===== src/rtl/cnn_pkg.sv =====
// Shared types and defaults for the CNN layer sequencer.
// Holds the FSM state enum, default geometry and a counter-width helper.
package cnn_pkg;

   localparam int DATA_W_DEF   = 8;
   localparam int IMG_W_DEF    = 28;
   localparam int IMG_H_DEF    = 28;
   localparam int PIPE_LAT_DEF = 4;

   typedef enum logic [2:0] {
      IDLE,
      CLEAR,
      STREAM,
      DRAIN,
      OUTPUT
   } state_t;

   // Index width for a count of n, never narrower than one bit.
   function automatic int cw(input int n);
      return (n > 1) ? $clog2(n) : 1;
   endfunction

endpackage


===== src/rtl/cnn_pix_counter.sv =====
// Row/column position counter for one image frame.
// Ports: clk, rst (async high), clr (sync clear), adv (step one pixel),
// row/col (current position), last (position is the final pixel).
module cnn_pix_counter
   import cnn_pkg::*;
#(
   parameter int IMG_W = IMG_W_DEF,
   parameter int IMG_H = IMG_H_DEF
)(
   input  logic                 clk,
   input  logic                 rst,
   input  logic                 clr,
   input  logic                 adv,
   output logic [cw(IMG_H)-1:0] row,
   output logic [cw(IMG_W)-1:0] col,
   output logic                 last
);

   localparam int RW = cw(IMG_H);
   localparam int CW = cw(IMG_W);
   localparam logic [RW-1:0] ROW_MAX = RW'(IMG_H - 1);
   localparam logic [CW-1:0] COL_MAX = CW'(IMG_W - 1);

   logic [RW-1:0] row_q, row_d;
   logic [CW-1:0] col_q, col_d;
   logic          col_wrap;

   assign col_wrap = (col_q == COL_MAX);
   assign last     = col_wrap && (row_q == ROW_MAX);
   assign row      = row_q;
   assign col      = col_q;

   // Stepping past the final pixel wraps back to the origin.
   always_comb begin
      row_d = row_q;
      col_d = col_q;
      if (clr) begin
         row_d = '0;
         col_d = '0;
      end else if (adv) begin
         col_d = col_wrap ? '0 : col_q + CW'(1);
         if (col_wrap)
            row_d = (row_q == ROW_MAX) ? '0 : row_q + RW'(1);
      end
   end

   always_ff @(posedge clk or posedge rst) begin
      if (rst) begin
         row_q <= '0;
         col_q <= '0;
      end else begin
         row_q <= row_d;
         col_q <= col_d;
      end
   end

endmodule


===== src/rtl/cnn_layer_sequencer.sv =====
// Frame controller for the conv -> relu -> pool -> fc chain.
// Ports: start/abort control; s_* pixel input (valid/ready); layer_clr,
// pix_en/pix_out to conv; res_in from fc; res_* result output
// (valid/ready); busy, done, row/col status.
module cnn_layer_sequencer
   import cnn_pkg::*;
#(
   parameter int DATA_W   = DATA_W_DEF,
   parameter int IMG_W    = IMG_W_DEF,
   parameter int IMG_H    = IMG_H_DEF,
   parameter int PIPE_LAT = PIPE_LAT_DEF
)(
   input  logic                 clk,
   input  logic                 rst,
   input  logic                 start,
   input  logic                 abort,
   input  logic                 s_valid,
   output logic                 s_ready,
   input  logic [DATA_W-1:0]    s_data,
   output logic                 layer_clr,
   output logic                 pix_en,
   output logic [DATA_W-1:0]    pix_out,
   input  logic [DATA_W-1:0]    res_in,
   output logic                 res_valid,
   input  logic                 res_ready,
   output logic [DATA_W-1:0]    res_data,
   output logic                 busy,
   output logic                 done,
   output logic [cw(IMG_H)-1:0] row,
   output logic [cw(IMG_W)-1:0] col
);

   localparam int DRW = $clog2(PIPE_LAT + 1);

   state_t            state_q, state_d;
   logic              pix_en_q, pix_en_d;
   logic [DATA_W-1:0] pix_out_q, pix_out_d;
   logic              res_valid_q, res_valid_d;
   logic [DATA_W-1:0] res_data_q, res_data_d;
   logic              done_q, done_d;
   logic [DRW-1:0]    drain_q, drain_d;
   logic              accept, last, kill, take;

   assign kill   = abort && (state_q != IDLE);
   assign accept = s_valid && s_ready;
   assign take   = accept && !kill;

   cnn_pix_counter #(
      .IMG_W (IMG_W),
      .IMG_H (IMG_H)
   ) u_cnt (
      .clk  (clk),
      .rst  (rst),
      .clr  (kill || (state_q == CLEAR)),
      .adv  (take),
      .row  (row),
      .col  (col),
      .last (last)
   );

   always_ff @(posedge clk or posedge rst) begin
      if (rst) state_q <= IDLE;
      else     state_q <= state_d;
   end

   // A start seen while done is still high belongs to the finished frame.
   always_comb begin
      state_d = state_q;
      if (kill) begin
         state_d = IDLE;
      end else begin
         unique case (state_q)
            IDLE:    if (start && !done_q)     state_d = CLEAR;
            CLEAR:                             state_d = STREAM;
            STREAM:  if (accept && last)       state_d = DRAIN;
            DRAIN:   if (drain_q == '0)        state_d = OUTPUT;
            OUTPUT:  if (res_ready)            state_d = IDLE;
            default:                           state_d = IDLE;
         endcase
      end
   end

   // Drain count is loaded with the last accept, so it reads PIPE_LAT
   // in the cycle carrying the last pix_en and hits zero on capture.
   always_comb begin
      s_ready     = (state_q == STREAM);
      layer_clr   = (state_q == CLEAR);
      busy        = (state_q != IDLE);
      pix_en_d    = take;
      pix_out_d   = take ? s_data : pix_out_q;
      drain_d     = drain_q;
      res_valid_d = res_valid_q;
      res_data_d  = res_data_q;
      done_d      = 1'b0;
      if (take && last)
         drain_d = DRW'(PIPE_LAT);
      else if (state_q == DRAIN && drain_q != '0)
         drain_d = drain_q - DRW'(1);
      if (kill) begin
         res_valid_d = 1'b0;
      end else if (state_q == DRAIN && drain_q == '0) begin
         res_valid_d = 1'b1;
         res_data_d  = res_in;
      end else if (state_q == OUTPUT && res_ready) begin
         res_valid_d = 1'b0;
         done_d      = 1'b1;
      end
   end

   always_ff @(posedge clk or posedge rst) begin
      if (rst) begin
         pix_en_q    <= 1'b0;
         pix_out_q   <= '0;
         res_valid_q <= 1'b0;
         res_data_q  <= '0;
         done_q      <= 1'b0;
         drain_q     <= '0;
      end else begin
         pix_en_q    <= pix_en_d;
         pix_out_q   <= pix_out_d;
         res_valid_q <= res_valid_d;
         res_data_q  <= res_data_d;
         done_q      <= done_d;
         drain_q     <= drain_d;
      end
   end

   assign pix_en    = pix_en_q;
   assign pix_out   = pix_out_q;
   assign res_valid = res_valid_q;
   assign res_data  = res_data_q;
   assign done      = done_q;

endmodule

===== config.mk =====
export PLATFORM = sky130hd
export DESIGN_NAME = cnn_layer_sequencer
export DESIGN_NICKNAME = d
export VERILOG_FILES = /design/src/rtl/cnn_pkg.sv /design/src/rtl/cnn_pix_counter.sv /design/src/rtl/cnn_layer_sequencer.sv
export SDC_FILE = /design/constraint.sdc
export NUM_CORES = 1
export LEC_CHECK = 0
export CELL_PAD_IN_SITES_DETAIL_PLACEMENT = 1
export CELL_PAD_IN_SITES_GLOBAL_PLACEMENT = 2
export CORE_MARGIN = 4
export CORE_UTILIZATION = 25
export CTS_BUF_LIST = sky130_fd_sc_hd__clkbuf_8 sky130_fd_sc_hd__clkbuf_16
export DETAILED_ROUTE_END_ITERATION = 10
export PLACE_DENSITY = 0.72
export SLEW_MARGIN = 20
export SYNTH_ARGS = -nofsm -noshare
export SYNTH_HDL_FRONTEND = slang
export SYNTH_SLANG_ARGS = --single-unit

===== constraint.sdc =====
create_clock -name clk -period 1.9 [get_ports clk]
set_clock_uncertainty 0.15 [all_clocks]
set_input_delay 0.38 -clock clk [delete_from_list [all_inputs] [get_ports clk]]
set_output_delay 0.38 -clock clk [all_outputs]
set_load 0.05 [all_outputs]

==> impl_metrics.yaml, run 1 <==
clock_tree:
  clkLatencyLatePin_ps: 290
  clockBufferDepth: 2
  htreeDepth: 2
  postCtsHoldBufs: 0
  clock-sinks: 35
  clock-root-buffer: "clkbuf_8"
  numCtsBuffers: 5
  clk_pin_slew_worst_paths_ps: 70
  cts_tree: "built"
pwr:
  combPwrFrac_pct: 52.9
  intPower_mw: 2.18
  seqPwrFrac_pct: 28.8
  peakVddDrop_v: 0.000796
  power_density_mw_per_mm2: 1400
  power_frac_clock_pct: 18.3
  leakage_nw: 1.34
  power_switching_mw: 1.65
  switching_share_pct: 43.1
yosys:
  synth_flop_cell: "dfrtp_1"
  synthCells: 165
  ys_async_sr_fraction_pct: 100
  ys_types: 43
  syn_area_per_cell_um2: 10.6
  yosysMostFrequentCell: "dfrtp_1"
  yosysTopAreaCell: "dfrtp_1"
  yosys_register_bits: 35
  synth_top_area_share_pct: 50.3
  synth_edf_count: 0
  ys_warn_count: 0
  synth_nets: 191
  synthTopCellsByArea: "dfrtp_1 (50%), nand2_1 (6.5%), mux2_2 (5.8%), nor2_1 (3.2%), ha_1 (2.9%)"
  yosys-top-cells-count: "dfrtp_1 (35), nand2_1 (30), nor2_1 (15)"
  ys_seq_area_share_pct: 50.3
  syn_area_mm2: 0.00174
layout:
  final_cells: 344
  nFillCells: 754
  multi_input_area_um2: 818
  diodes: 0
  drive_gt1_share_pct: 39.9
  fin_nets: 273
  syn2layout_area_growth_pct: 57.7
  final_cell_area_mm2: 0.00275
  final_core_util_pct: 40.5
  ff_latch_area_um2: 882
grt:
  first_global_vias: 1586
  grt-ovfl-total: 0
  grt_max_degree: 13
  grtUsageTotal_pct: 11.7
  grt_pass1_wl_um: 7820
  antenna_found_initial: 0
worst_setup_path:
  crit_family: "flip-flops"
  cp-endpoint: "layer_clr"
  crit_buf_inv: 2
  cpMaxStageDelayCell: "dfrtp_2"
  rr_worst_depth: 6
  path_depth: 3
  start_kind: "register"
  r2r_end: "res_data[6]"
  worstPathMaxFanout: 4
  reg2reg_from: "state_q[2]"
  slowest_delay_ps: 440
  path_cells: "or3b_4 -> inv_2 -> buf_12"
  worstSetupEndpointType: "output port"
  startpoint: "state_q[2]"
  crit_arrival_ps: 1340
  worstPathRequired_ps: 1370
  rrSetupSlack_ps: 80
  path_class: "reg -> out"
routing:
  wl_um: 4520
  wire_per_inst_um: 13.1
  drtPass1Iterations: 4
  route.detailed.drc: 0
  num_vias: 1471
  via_per_inst: 4.28
  ant_nets: 0
  drt_iter0_drc: 17
sta:
  max-slew-margin-rel_pct: 63.3
  rsz0062_at_grt: "true"
  fmax_mhz: 534
  tns_ps: 0
  min_period_ps: 1870
  setup_viol: 0
  report.final.slew_viol_count: 0
  tightestPinTransition_ps: 550
  hold_viol_final: 0
  period_share_pct: 98.6
place:
  numPortBuffers: 53
  placed_area_mm2: 0.00250
  dp_hpwl_um: 3420
  routabilityCongestion: 0.723
  place_inst: 326
job:
  cap_violations: 0
die:
  fp.dieW_um: 91.5
  core.rowCount: 30
  initial_utilization_pct: 25.7
  ioPinCount: 54
  die_h_um: 91.5
  core_mm2: 0.00679
  dieArea_mm2: 0.00837
run_status:
  status: "complete, no violations"
hold_path:
  hold_class: "in -> async"
==> sequential cells by signal, indices dropped and copies added (netlist names) <==
register   count
done           1
drain_q        3
pix_en         1
pix_out        8
res_data       8
res_valid      1
state_q        3
u_cnt.col      5
u_cnt.row      5
==> logic make-up (layout without fill, tap and decap cells) <==
logic type                 Yosys count  count (layout)  synth area share [%]
and+or+nand+nor                     81              81                  25.0
adders and majority gates            4               4                  2.87
buffers and inverters               14              97                  4.74
xor gates and xnor gates             2               2                  1.01
DFF                                 35              35                  50.3
AOI/OAI and AO/OA                   14              14                  6.32
muxes                               15              15                  9.84
==> repair_timing <==
action	in CTS	in global routing
resized for setup	7	8
endpoints found under the setup margin	3	14
buffers inserted	5	5
hold endpoints to repair	0	0
pin swaps	1	3
==> how the worst min path moves through the flow <==
stage / start / end / slack, ps / cells past startpoint
2_1_floorplan: drain_q[2] / drain_q[2] / 330 / 2
3_3_place_gp: pix_out[3] / pix_out[3] / 310 / 2
3_5_place_dp: pix_out[0] / pix_out[0] / 320 / 2
4_1_cts: rst / pix_en / 300 / 2
5_1_grt: rst / pix_en / 320 / 2
6_report: rst / pix_en / 290 / 2
==> cell type report <==
| type | instances | share of cell area [%] |
|---|---|---|
| flip-flops and latches | 35 | 32.1 |
| clock buffers | 6 | 3.00 |
| inverters | 8 | 1.27 |
| repair buffers | 81 | 28.2 |
| well taps | 96 | 4.37 |
| multi-input cells | 116 | 29.8 |
| clock inverters | 2 | 1.27 |
==> per-stage QoR <==
| step | setup WS (ps) | hold WS, ps | power, mW |
|---|---|---|---|
| after floorplan | -60.4 | 328 | 2.36 |
| after global placement | -67.5 | 313 | 2.99 |
| after detailed placement | -96.0 | 321 | 3.02 |
| after CTS | -2.74 | 305 | 3.80 |
| after global routing | -19.8 | 319 | 4.07 |
| final | 26.1 | 286 | 3.84 |
==> layer usage <==
metal  share of wire, %  track usage, %  up-vias
met1                 46            15.3      699
met4                1.3            3.77        0
met5                  0               0        -
met2                 48            18.3       37
met3                5.4            3.40        7
li1                   -               -      728
==> power groups by stage <==
stage / Clock, mW / Combinational, mW / Sequential [mW]
2_1_floorplan: 0 / 0.656 / 1.71
3_3_place_gp: 0 / 1.85 / 1.13
3_5_place_dp: 0 / 1.88 / 1.13
4_1_cts: 0.729 / 1.97 / 1.11
5_1_grt: 0.760 / 2.17 / 1.14
6_report: 0.702 / 2.03 / 1.10
==> cell usage in the layout (no fill, tap or decap), types with 2 or more instances in the layout <==
cell type and instances:
a21oi_1 3, buf_12 8, buf_4 48, buf_6 4
clkbuf_8 6, clkdlybuf4s50_1 21, dfrtp_1 30, dfrtp_2 5
ha_1 4, inv_1 6, mux2_2 7, mux2_4 4
mux2i_1 4, nand2_1 30, nand2_4 2, nand2b_1 2
nand3_1 8, nand4_1 4, nand4b_1 2, nor2_1 15
nor2b_1 3, nor3_4 2, nor4_1 2, o22ai_1 2
(Power assumes the default switching activity.)
==> run 2: changes to the inputs <==
--- a/config.mk
+++ b/config.mk
@@ -9,9 +9,9 @@
 export CELL_PAD_IN_SITES_GLOBAL_PLACEMENT = 2
 export CORE_MARGIN = 4
 export CORE_UTILIZATION = 25
-export CTS_BUF_LIST = sky130_fd_sc_hd__clkbuf_8 sky130_fd_sc_hd__clkbuf_16
 export DETAILED_ROUTE_END_ITERATION = 10
 export PLACE_DENSITY = 0.72
+export SKIP_LAST_GASP = 1
 export SLEW_MARGIN = 20
 export SYNTH_ARGS = -nofsm -noshare
 export SYNTH_HDL_FRONTEND = slang
==> impl_metrics.yaml, run 2 (synthesis results as in run 1) <==
layout:
  diodes: 0
  layout_commonest_cell: "buf_4"
  fin_nets: 273
  drive_gt1_share_pct: 39.9
  final_cell_mix: "buf_4 (49), nand2_1 (30), dfrtp_1 (30)"
  nFillCells: 754
  final_cells: 344
  syn2layout_area_growth_pct: 57.5
  final_cell_area_mm2: 0.00275
  final_core_util_pct: 40.4
routing:
  route.detailed.drc: 0
  drtPass1Iterations: 4
  wire_per_inst_um: 13.3
  num_vias: 1470
  ant_nets: 0
  via_per_inst: 4.27
  drt_iter0_drc: 26
  wl_um: 4560
worst_setup_path:
  path_cells: "or3b_4 -> inv_2 -> buf_12"
  crit_buf_inv: 2
  worstPathMaxFanout: 4
  crit_family: "flip-flops"
  path_depth: 3
  slowest_delay_ps: 440
  crit_arrival_ps: 1350
  rrSetupSlack_ps: 70
  start_kind: "register"
  startpoint: "state_q[2]"
  rr_worst_depth: 6
  r2r_end: "res_data[7]"
  reg2reg_from: "state_q[2]"
  worstSetupEndpointType: "output port"
  path_class: "reg -> out"
  worstPathRequired_ps: 1370
  cpMaxStageDelayCell: "dfrtp_2"
sta:
  period_share_pct: 99.1
  holdWs_ps: 286
  tns_ps: 0
  fin_ws_ps: 17.4
  max-slew-margin-rel_pct: 63.3
  setup_viol: 0
  report.final.slew_viol_count: 0
  rsz0062_at_grt: "true"
  hold_viol_final: 0
  tightestPinTransition_ps: 550
  min_period_ps: 1880
  fmax_mhz: 531
clock_tree:
  clock-root-buffer: "clkbuf_8"
  clk_pin_slew_worst_paths_ps: 70
  postCtsHoldBufs: 0
  clock-sinks: 35
  clkLatencyLatePin_ps: 290
  htreeDepth: 2
  cts_tree: "built"
  clockBufferDepth: 2
  numCtsBuffers: 5
pwr:
  total_power_mw: 3.83
  power_switching_mw: 1.66
  power_frac_clock_pct: 18.3
  combPwrFrac_pct: 52.9
  leakage_nw: 1.34
  power_density_mw_per_mm2: 1400
  intPower_mw: 2.18
  seqPwrFrac_pct: 28.8
  switching_share_pct: 43.2
  peakVddDrop_v: 0.000796
grt:
  grt_max_degree: 13
  grt-ovfl-total: 0
  first_global_vias: 1580
  antenna_found_initial: 0
  grt_pass1_wl_um: 7810
  grtUsageTotal_pct: 11.7
place:
  numPortBuffers: 53
  routabilityCongestion: 0.723
  placed_area_mm2: 0.00250
  place_inst: 326
  place_ws_ps: -96.0
  dp_hpwl_um: 3420
die:
  die_h_um: 91.5
  core.rowCount: 30
  dieArea_mm2: 0.00837
  initial_utilization_pct: 25.7
  fp.dieW_um: 91.5
  ioPinCount: 54
  core_mm2: 0.00679
run_status:
  status: "complete, no violations"
job:
  cap_violations: 0
hold_path:
  hold_class: "in -> async"
==> run 2: layer usage <==
| layer | vias to the layer above | GRT usage, % | share of wire [%] |
|---|---|---|---|
| met5 | - | 0 | 0 |
| met4 | 0 | 3.77 | 1.2 |
| met3 | 7 | 3.40 | 5.5 |
| met2 | 40 | 18.3 | 48 |
| met1 | 694 | 15.3 | 45 |
| li1 | 729 | - | - |
==> run 2: layout make-up <==
class / count / area (um2) / area share, %
Tap cell: 96 / 120 / 4.38
Inverter: 8 / 35.0 / 1.28
Multi-Input combinational cell: 116 / 818 / 29.8
Timing Repair Buffer: 81 / 772 / 28.1
Clock inverter: 2 / 35.0 / 1.28
Clock buffer: 6 / 82.6 / 3.01
Sequential cell: 35 / 882 / 32.1
==> run 2: worst max path at each step <==
stage                         to
global route             s_ready
CTS                      s_ready
floorplan           u_cnt.row[0]
global placement    u_cnt.row[3]
detailed placement  u_cnt.row[3]
finish                 layer_clr
==> run 2: repair_timing <==
| action | in CTS | in global routing |
|---|---|---|
| cloned | 0 | 0 |
| buffers inserted | 5 | 5 |
| pin swaps | 1 | 3 |
| setup endpoints to repair | 3 | 14 |
| gates resized for setup | 6 | 8 |
==> run 2: worst reg2reg max path, cell delays in order, from the launching register on <==
cell and delay (ps):
dfrtp_2 440, buf_4 160, and3b_2 300, nand2b_4 80
nor2_4 120, buf_12 130, mux2_2 330
==> run 2: power groups by stage <==
stage	sequential [mW]	clock, mW	combinational [mW]
4_1_cts	1.11	0.729	1.97
6_report	1.10	0.703	2.03
2_1_floorplan	1.71	0	0.656
5_1_grt	1.14	0.760	2.16
3_5_place_dp	1.13	0	1.88
3_3_place_gp	1.13	0	1.85
==> run 3: changes to the inputs <==
--- a/config.mk
+++ b/config.mk
@@ -8,9 +8,10 @@
 export CELL_PAD_IN_SITES_DETAIL_PLACEMENT = 1
 export CELL_PAD_IN_SITES_GLOBAL_PLACEMENT = 2
 export CORE_MARGIN = 4
-export CORE_UTILIZATION = 25
+export CORE_UTILIZATION = 32
 export DETAILED_ROUTE_END_ITERATION = 10
-export PLACE_DENSITY = 0.72
+export DONT_BUFFER_PORTS = 1
+export PLACE_DENSITY = 0.68
 export SKIP_LAST_GASP = 1
 export SLEW_MARGIN = 20
 export SYNTH_ARGS = -nofsm -noshare
==> impl_metrics.yaml, run 3 (synthesis results as in run 1) <==
routing:
  ant_nets: 0
  num_vias: 1289
  wl_um: 3990
  via_per_inst: 4.90
  route.detailed.drc: 0
  drtPass1Iterations: 4
  drt_iter0_drc: 83
  wire_per_inst_um: 15.2
sta:
  hold_viol_final: 0
  rsz0062_at_grt: "true"
  min_period_ps: 1870
  fmax_mhz: 533
  setup_viol: 0
  tightestPinTransition_ps: 510
  period_share_pct: 98.7
  report.final.slew_viol_count: 0
  max-slew-margin-rel_pct: 66.0
worst_setup_path:
  worstPathMaxFanout: 6
  worstSetupEndpointType: "output port"
  path_class: "reg -> out"
  crit_arrival_ps: 1340
  start_kind: "register"
  worstPathRequired_ps: 1370
grt:
  antenna_found_initial: 0
  grtUsageTotal_pct: 13.2
  grt_max_degree: 36
  grt_pass1_wl_um: 6670
  grt-ovfl-total: 0
  first_global_vias: 1405
die:
  die_h_um: 81.8
  core.rowCount: 26
  core_mm2: 0.00520
  dieArea_mm2: 0.00669
  ioPinCount: 54
  fp.dieW_um: 81.8
  initial_utilization_pct: 33.5
place:
  routabilityCongestion: 0.725
  numPortBuffers: 0
  place_inst: 248
  dp_hpwl_um: 2900
clock_tree:
  clockBufferDepth: 2
  numCtsBuffers: 5
  clk_pin_slew_worst_paths_ps: 80
  clock-root-buffer: "clkbuf_8"
  htreeDepth: 2
  clock-sinks: 35
  cts_tree: "built"
  clkLatencyLatePin_ps: 290
run_status:
  status: "complete, no violations"
layout:
  final_cells: 263
  syn2layout_area_growth_pct: 21.4
  diodes: 0
  final_core_util_pct: 40.6
  final_cell_mix: "nand2_1 (30), dfrtp_1 (30), buf_4 (21)"
  drive_gt1_share_pct: 31.6
  nFillCells: 599
  fin_nets: 218
pwr:
  power_density_mw_per_mm2: 1540
  leakage_nw: 1.03
  peakVddDrop_v: 0.000680
hold_path:
  hold_class: "in -> reg"
job:
  cap_violations: 0
[run 3: cell count changes in the layout (fill, tap and decap cells not counted), sizes merged]
cell	before	now
clkinvlp	0	2
buf	60	24
dlygate4sd3	0	2
bufinv	1	0
clkdlybuf4s50	21	0
clkbuf	6	5
[run 3: per-stage QoR]
stage | cell area (um2) | total power, mW | TNS [ps] | worst slack (ps) | hold WS, ps
4_1_cts | 2090 | 3.28 | -24.2 | -14.0 | 31.4
5_1_grt | 2120 | 3.48 | -32.2 | -16.2 | 29.5
2_1_floorplan | 1750 | 2.36 | -186 | -60.4 | 328
6_report | 2120 | 3.26 | 0 | 25.2 | 44.4
3_5_place_dp | 1950 | 2.68 | 0 | 109 | 263
3_3_place_gp | 1950 | 2.63 | 0 | 171 | 250
[run 3: final cells by class]
| type | count | area, um2 | area share [%] |
|---|---|---|---|
| Clock buffer | 5 | 68.8 | 3.25 |
| Clock inverter | 3 | 20.0 | 0.946 |
| Inverter | 8 | 35.0 | 1.66 |
| Multi-Input combinational cell | 116 | 798 | 37.7 |
| Sequential cell | 35 | 882 | 41.7 |
| Tap cell | 70 | 87.6 | 4.14 |
| Timing Repair Buffer | 26 | 224 | 10.6 |
[run 3: worst paths after layout]
path	startpoint	end	slack, ps	depth (start not counted)
worst max register to register	state_q[2]	res_data[1]	70	5
max in group asynchronous	rst	u_cnt.col[1]	780	3
worst max-delay path	state_q[2]	layer_clr	30	3
min in group asynchronous	rst	res_data[6]	480	3
worst min register to register	drain_q[2]	drain_q[2]	360	2
worst min-delay path	abort	state_q[0]	40	1
[run 3: report_power, final]
part / switching (mW) / total [mW] / leakage, nW / internal (mW)
Sequential: 0.679 / 1.64 / 0.446 / 0.958
Combinational: 0.617 / 1.08 / 0.545 / 0.461
Clock: 0.293 / 0.548 / 0.0402 / 0.255
[run 3: repair_timing]
item,CTS,global route
setup endpoints to repair,3,11
pin swaps,1,3
hold endpoints to repair,38,0
hold buffers,2,0
resized for setup,5,3
setup buffers,3,2
[run 3: routing by layer]
| metal | track usage, % | part of all wire, % | vias to the layer above |
|---|---|---|---|
| li1 | - | - | 615 |
| met1 | 15.6 | 42 | 623 |
| met2 | 21.8 | 49 | 46 |
| met3 | 5.26 | 8.0 | 5 |
| met4 | 3.99 | 1.2 | 0 |
| met5 | 0 | 0 | - |
[run 3: worst max-delay path, stage by stage, from the launching register on]
cell	delay [ps]
dfrtp_2	460
or3b_4	400
inv_2	80
buf_12	130
